### config.mk
export PLATFORM = sky130hd
export DESIGN_NAME = req_arbiter
export DESIGN_NICKNAME = d
export VERILOG_FILES = /design/src/rtl/req_arbiter.sv
export SDC_FILE = /design/constraint.sdc
export NUM_CORES = 1
export LEC_CHECK = 0
export CORE_AREA = 2 2 39 41
export CTS_CLUSTER_SIZE = 14
export DETAILED_ROUTE_END_ITERATION = 8
export DIE_AREA = 0 0 41 43
export GPL_ROUTABILITY_DRIVEN = 0
export GPL_TIMING_DRIVEN = 1
export PLACE_DENSITY = 0.72
export SLEW_MARGIN = 25
export SYNTH_ARGS = -nofsm -noshare
export SYNTH_HDL_FRONTEND = slang
export SYNTH_SLANG_ARGS = --single-unit
### constraint.sdc
create_clock -name clk -period 4.7 [get_ports clk]
set_input_delay 0.705 -clock clk [delete_from_list [all_inputs] [get_ports clk]]
set_output_delay 0.705 -clock clk [all_outputs]
set_load 0.005 [all_outputs]
### src/rtl/req_arbiter.sv
// req_arbiter: 4-requester arbiter with a held one-hot grant, a hold-limit
// counter that preempts long owners, and a guaranteed one-cycle dead gap
// between owners. Default priority is fixed, highest index wins.
// Optional feature: define REQ_ARBITER_ROUND_ROBIN_EN to rotate priority so
// the most recent winner becomes the lowest-priority requester.
module req_arbiter #(
    parameter int unsigned MAX_HOLD = 8
) (
    input  logic       clk,
    input  logic       rst,
    input  logic [3:0] req,
    output logic [3:0] gnt,
    output logic [1:0] gnt_id,
    output logic       gnt_valid,
    output logic       timeout
);

    localparam int unsigned CW = $clog2(MAX_HOLD);
    localparam logic [CW-1:0] HOLD_LAST = CW'(MAX_HOLD - 1);

    typedef enum logic [1:0] {
        IDLE,
        GRANT,
        GAP
    } state_t;

    state_t        state;
    logic [CW-1:0] hold_cnt;
    logic [1:0]    win_id;

`ifdef REQ_ARBITER_ROUND_ROBIN_EN
    logic [1:0] last_id;
    logic [1:0] idx;

    // Rotating search: scan from lowest to highest priority so the last hit
    // (last_id-1, descending with wrap) is the winner.
    always_comb begin
        win_id = '0;
        idx    = '0;
        for (int unsigned i = 4; i >= 1; i--) begin
            idx = last_id - 2'(i);
            if (req[idx]) begin
                win_id = idx;
            end
        end
    end
`else
    // Fixed priority: ascending scan, so the highest set index wins.
    always_comb begin
        win_id = '0;
        for (int unsigned i = 0; i < 4; i++) begin
            if (req[i]) begin
                win_id = 2'(i);
            end
        end
    end
`endif

    // Arbitration FSM with registered grant, index, valid and timeout outputs.
    always_ff @(posedge clk or posedge rst) begin
        if (rst) begin
            state     <= IDLE;
            gnt       <= '0;
            gnt_id    <= '0;
            gnt_valid <= 1'b0;
            timeout   <= 1'b0;
            hold_cnt  <= '0;
`ifdef REQ_ARBITER_ROUND_ROBIN_EN
            last_id   <= '0;
`endif
        end else begin
            case (state)
                IDLE, GAP: begin
                    timeout <= 1'b0;
                    if (|req) begin
                        state     <= GRANT;
                        gnt       <= 4'b0001 << win_id;
                        gnt_id    <= win_id;
                        gnt_valid <= 1'b1;
                        hold_cnt  <= '0;
`ifdef REQ_ARBITER_ROUND_ROBIN_EN
                        last_id   <= win_id;
`endif
                    end else begin
                        state <= IDLE;
                    end
                end
                GRANT: begin
                    if (!req[gnt_id] || hold_cnt == HOLD_LAST) begin
                        // Release takes precedence: timeout only when the owner still requests.
                        state     <= GAP;
                        gnt       <= '0;
                        gnt_id    <= '0;
                        gnt_valid <= 1'b0;
                        hold_cnt  <= '0;
                        timeout   <= req[gnt_id];
                    end else begin
                        hold_cnt <= hold_cnt + 1'b1;
                    end
                end
                default: begin
                    state     <= IDLE;
                    gnt       <= '0;
                    gnt_id    <= '0;
                    gnt_valid <= 1'b0;
                    timeout   <= 1'b0;
                    hold_cnt  <= '0;
                end
            endcase
        end
    end

endmodule

==> impl_metrics.ini <==
[outcome]
status = completed

[flow_run]
maxCapViolations = 0

[synthesis]
synthMuxAreaShare_pct = 3.89
seq_area_frac_synth_pct = 56.2
ys.warnings.count = 0
synth_area_leaders = dfrtp_1, a22o_1, ha_1
synth_edf_count = 0
synth_top_area_share_pct = 56.2
syn_avg_cell_area_sq_um = 12.1
synthAdderAreaFrac_pct = 4.32
syn_nets = 56
synth.most_common_cell = dfrtp_1
yosys.area.top_type = dfrtp_1
ys_seq_elements = 13
syn_area_sq_um = 579
synthSimpleGateAreaFrac_pct = 13.0
ys_types = 22
async_flop_share_pct = 100
synthTopCellsByCount = dfrtp_1, inv_1, nor2_1
synth_compound_area_share_pct = 19.4
syn_inst = 48
ys.flop_type = dfrtp_1
synth_top_family_by_area = compound AO/OA/AOI/OAI gates
synth-xor-area-share_pct = 0

[die]
die_x_um = 41
num_rows = 14
dieArea_sq_um = 1760
dieHeight_um = 43
ios = 14
initial_core_util_pct = 41.9
core_area_sq_um = 1380

[timing]
setup-tns-final_ns = 0
tightest_slew_ns = 0.495
rsz0062_at_grt = no
hold_violations = 0
slew_headroom_pct = 67.0
setup_viol = 0
timing.hold.ws_ns = 0.484
clock_skew_ns = 0.00105
finalCritPeriodShare_pct = 44.8
finalWorstSetupSlack_ns = 2.59
fmax_mhz = 475
fin_crit_ns = 2.11
drv_slew = 0

[cts]
cts_tree = yes
numCtsBuffers = 3
cts_buffer_depth = 2
cts_resized = 0
clockRootBuffer = clkbuf_4
htree_levels = 1
post_cts_buffers = 0
cts.reportedPaths.clkPinSlew_ns = 0.08
insertion_delay_ns = 0.27
clock-sinks = 13
ctsHoldBuffers = 0

[finish]
seq_area_sq_um = 325
multiInputGateArea_sq_um = 235
final-instance-count-excl-fill = 81
final_layout_size_suffix_gt1_share_pct = 13.8
fillers = 119
area_delta_synth_final_pct = 30.5
fin_nets = 74
antenna_cells = 0
utilization_pct = 54.6

[drt]
wl_um = 1090
firstDrtPassIters = 2
final_antenna_net_count = 0
drt_iter0_markers = 7
drc = 0
vias_per_cell = 5.21
vias = 422
wl_per_cell_um = 13.4

[critical_path]
slowest_stage = mux4_2
end_kind = flip-flop
cpLargestDelayFamily = multiplexers
start_kind = input pin
crit_path_max_fanout = 5
critical_path_arrival_ns = 2.27
crit_chain = clkdlybuf4s50_1 > mux4_2 > or3b_4 > o21ai_2 > a22o_1
required_ns = 4.87
critPathKind = input pin to flip-flop
critPathMaxStageDelay_ns = 0.50
crit_buf_inv = 1

[place]
io_buffers = 13
placed_cells = 77
dpl_worst_slack_ns = 2.30
dp_hpwl_um = 833

[pwr]
p_per_area_nw_per_um2 = 538
p_int_mw = 0.277
comb_power_share_pct = 39.2
pwr-share-seq_pct = 44.0
leakagePower_nw = 0.354
sw_frac_of_total_pct = 31.8
clockPowerShare_pct = 16.9
p_switching_mw = 0.129
ir_worst_vdd_mv = 0.269

[grt]
antenna_found_initial = 0
grt_pass1_vias = 452
grt-ovfl-total = 0
grt.total_usage_pct = 16.7
grt_max_degree = 14
grt_pass1_wl_um = 1900

[min_path]
min_path_type = flip-flop to flip-flop
## cells by family after synthesis
kind of cell    count (synthesis)
compound gates                 15
fa+ha+maj                       2
buf+inv                         5
flops                          13
mux                             1
simple gates                   12
## cell type report
cell class / count / share of cell area, %
sequential: 13 / 43.0
multi-input combinational: 30 / 31.1
clock buffer: 4 / 3.48
timing repair buffer: 13 / 17.2
tap: 16 / 2.65
inverter: 5 / 2.48
## path summary, 6_finish.rpt
kind / start / endpoint / slack, ns / cells past startpoint
max: req[0] / gnt_id[0] / 2.59 / 5
min: state[1] / state[0] / 0.48 / 1
max reg2reg: gnt_id[1] / gnt_id[0] / 3.09 / 4
min reg2reg: state[1] / state[0] / 0.48 / 1
max in group asynchronous: rst / gnt_id[1] / 3.62 / 2
min in group asynchronous: rst / gnt[2] / 0.75 / 2
## metrics by stage
| stage | power [mW] | area (sq um) |
|---|---|---|
| after floorplan | 0.268 | 579 |
| after global placement | 0.338 | 729 |
| after detailed placement | 0.343 | 729 |
| after CTS | 0.413 | 756 |
| after global routing | 0.440 | 756 |
| final | 0.406 | 756 |
## cells in the final DEF (no fill, tap or decap)
| cell | n |
|---|---|
| dfrtp_1 | 13 |
| clkdlybuf4s50_1 | 13 |
| inv_1 | 5 |
| nor2_1 | 4 |
| a22o_1 | 3 |
| a21oi_1 | 3 |
| clkbuf_4 | 3 |
| o21ai_0 | 2 |
| a32o_1 | 2 |
| ha_1 | 2 |
| or4_4 | 1 |
| nand2b_1 | 1 |
| mux4_2 | 1 |
| or3b_4 | 1 |
| o21ai_2 | 1 |
| nor3b_1 | 1 |
| o2bb2ai_1 | 1 |
| nor2_2 | 1 |
| or2b_1 | 1 |
| nand2_1 | 1 |
| a21o_1 | 1 |
| nor2b_1 | 1 |
| o22ai_1 | 1 |
| a22o_2 | 1 |
| clkbuf_1 | 1 |
## power by group through the flow
stage                     combinational [mW]  clock, mW  sequential (mW)
after floorplan                       0.0910          0            0.177
after global placement                 0.157          0            0.181
after detailed placement               0.162          0            0.181
after CTS                              0.163     0.0710            0.179
after global routing                   0.177     0.0781            0.185
final                                  0.159     0.0685            0.179
## routing by layer
metal  vias to the layer above  wire (um)  track usage [%]  share of wire [%]
met5                         -          0                0                  0
met4                         0         27             12.0                2.5
met3                         4         59             5.76                5.4
met2                        11        510             24.4                 47
met1                       195        491             19.4                 45
li1                        212          -                -                  -
## state kept, by name, indices dropped and copies added (netlist names)
signal,flops
gnt_id,2
gnt,4
timeout,1
state,2
hold_cnt,3
gnt_valid,1
Note: power is estimated with default switching activity, not from simulation.
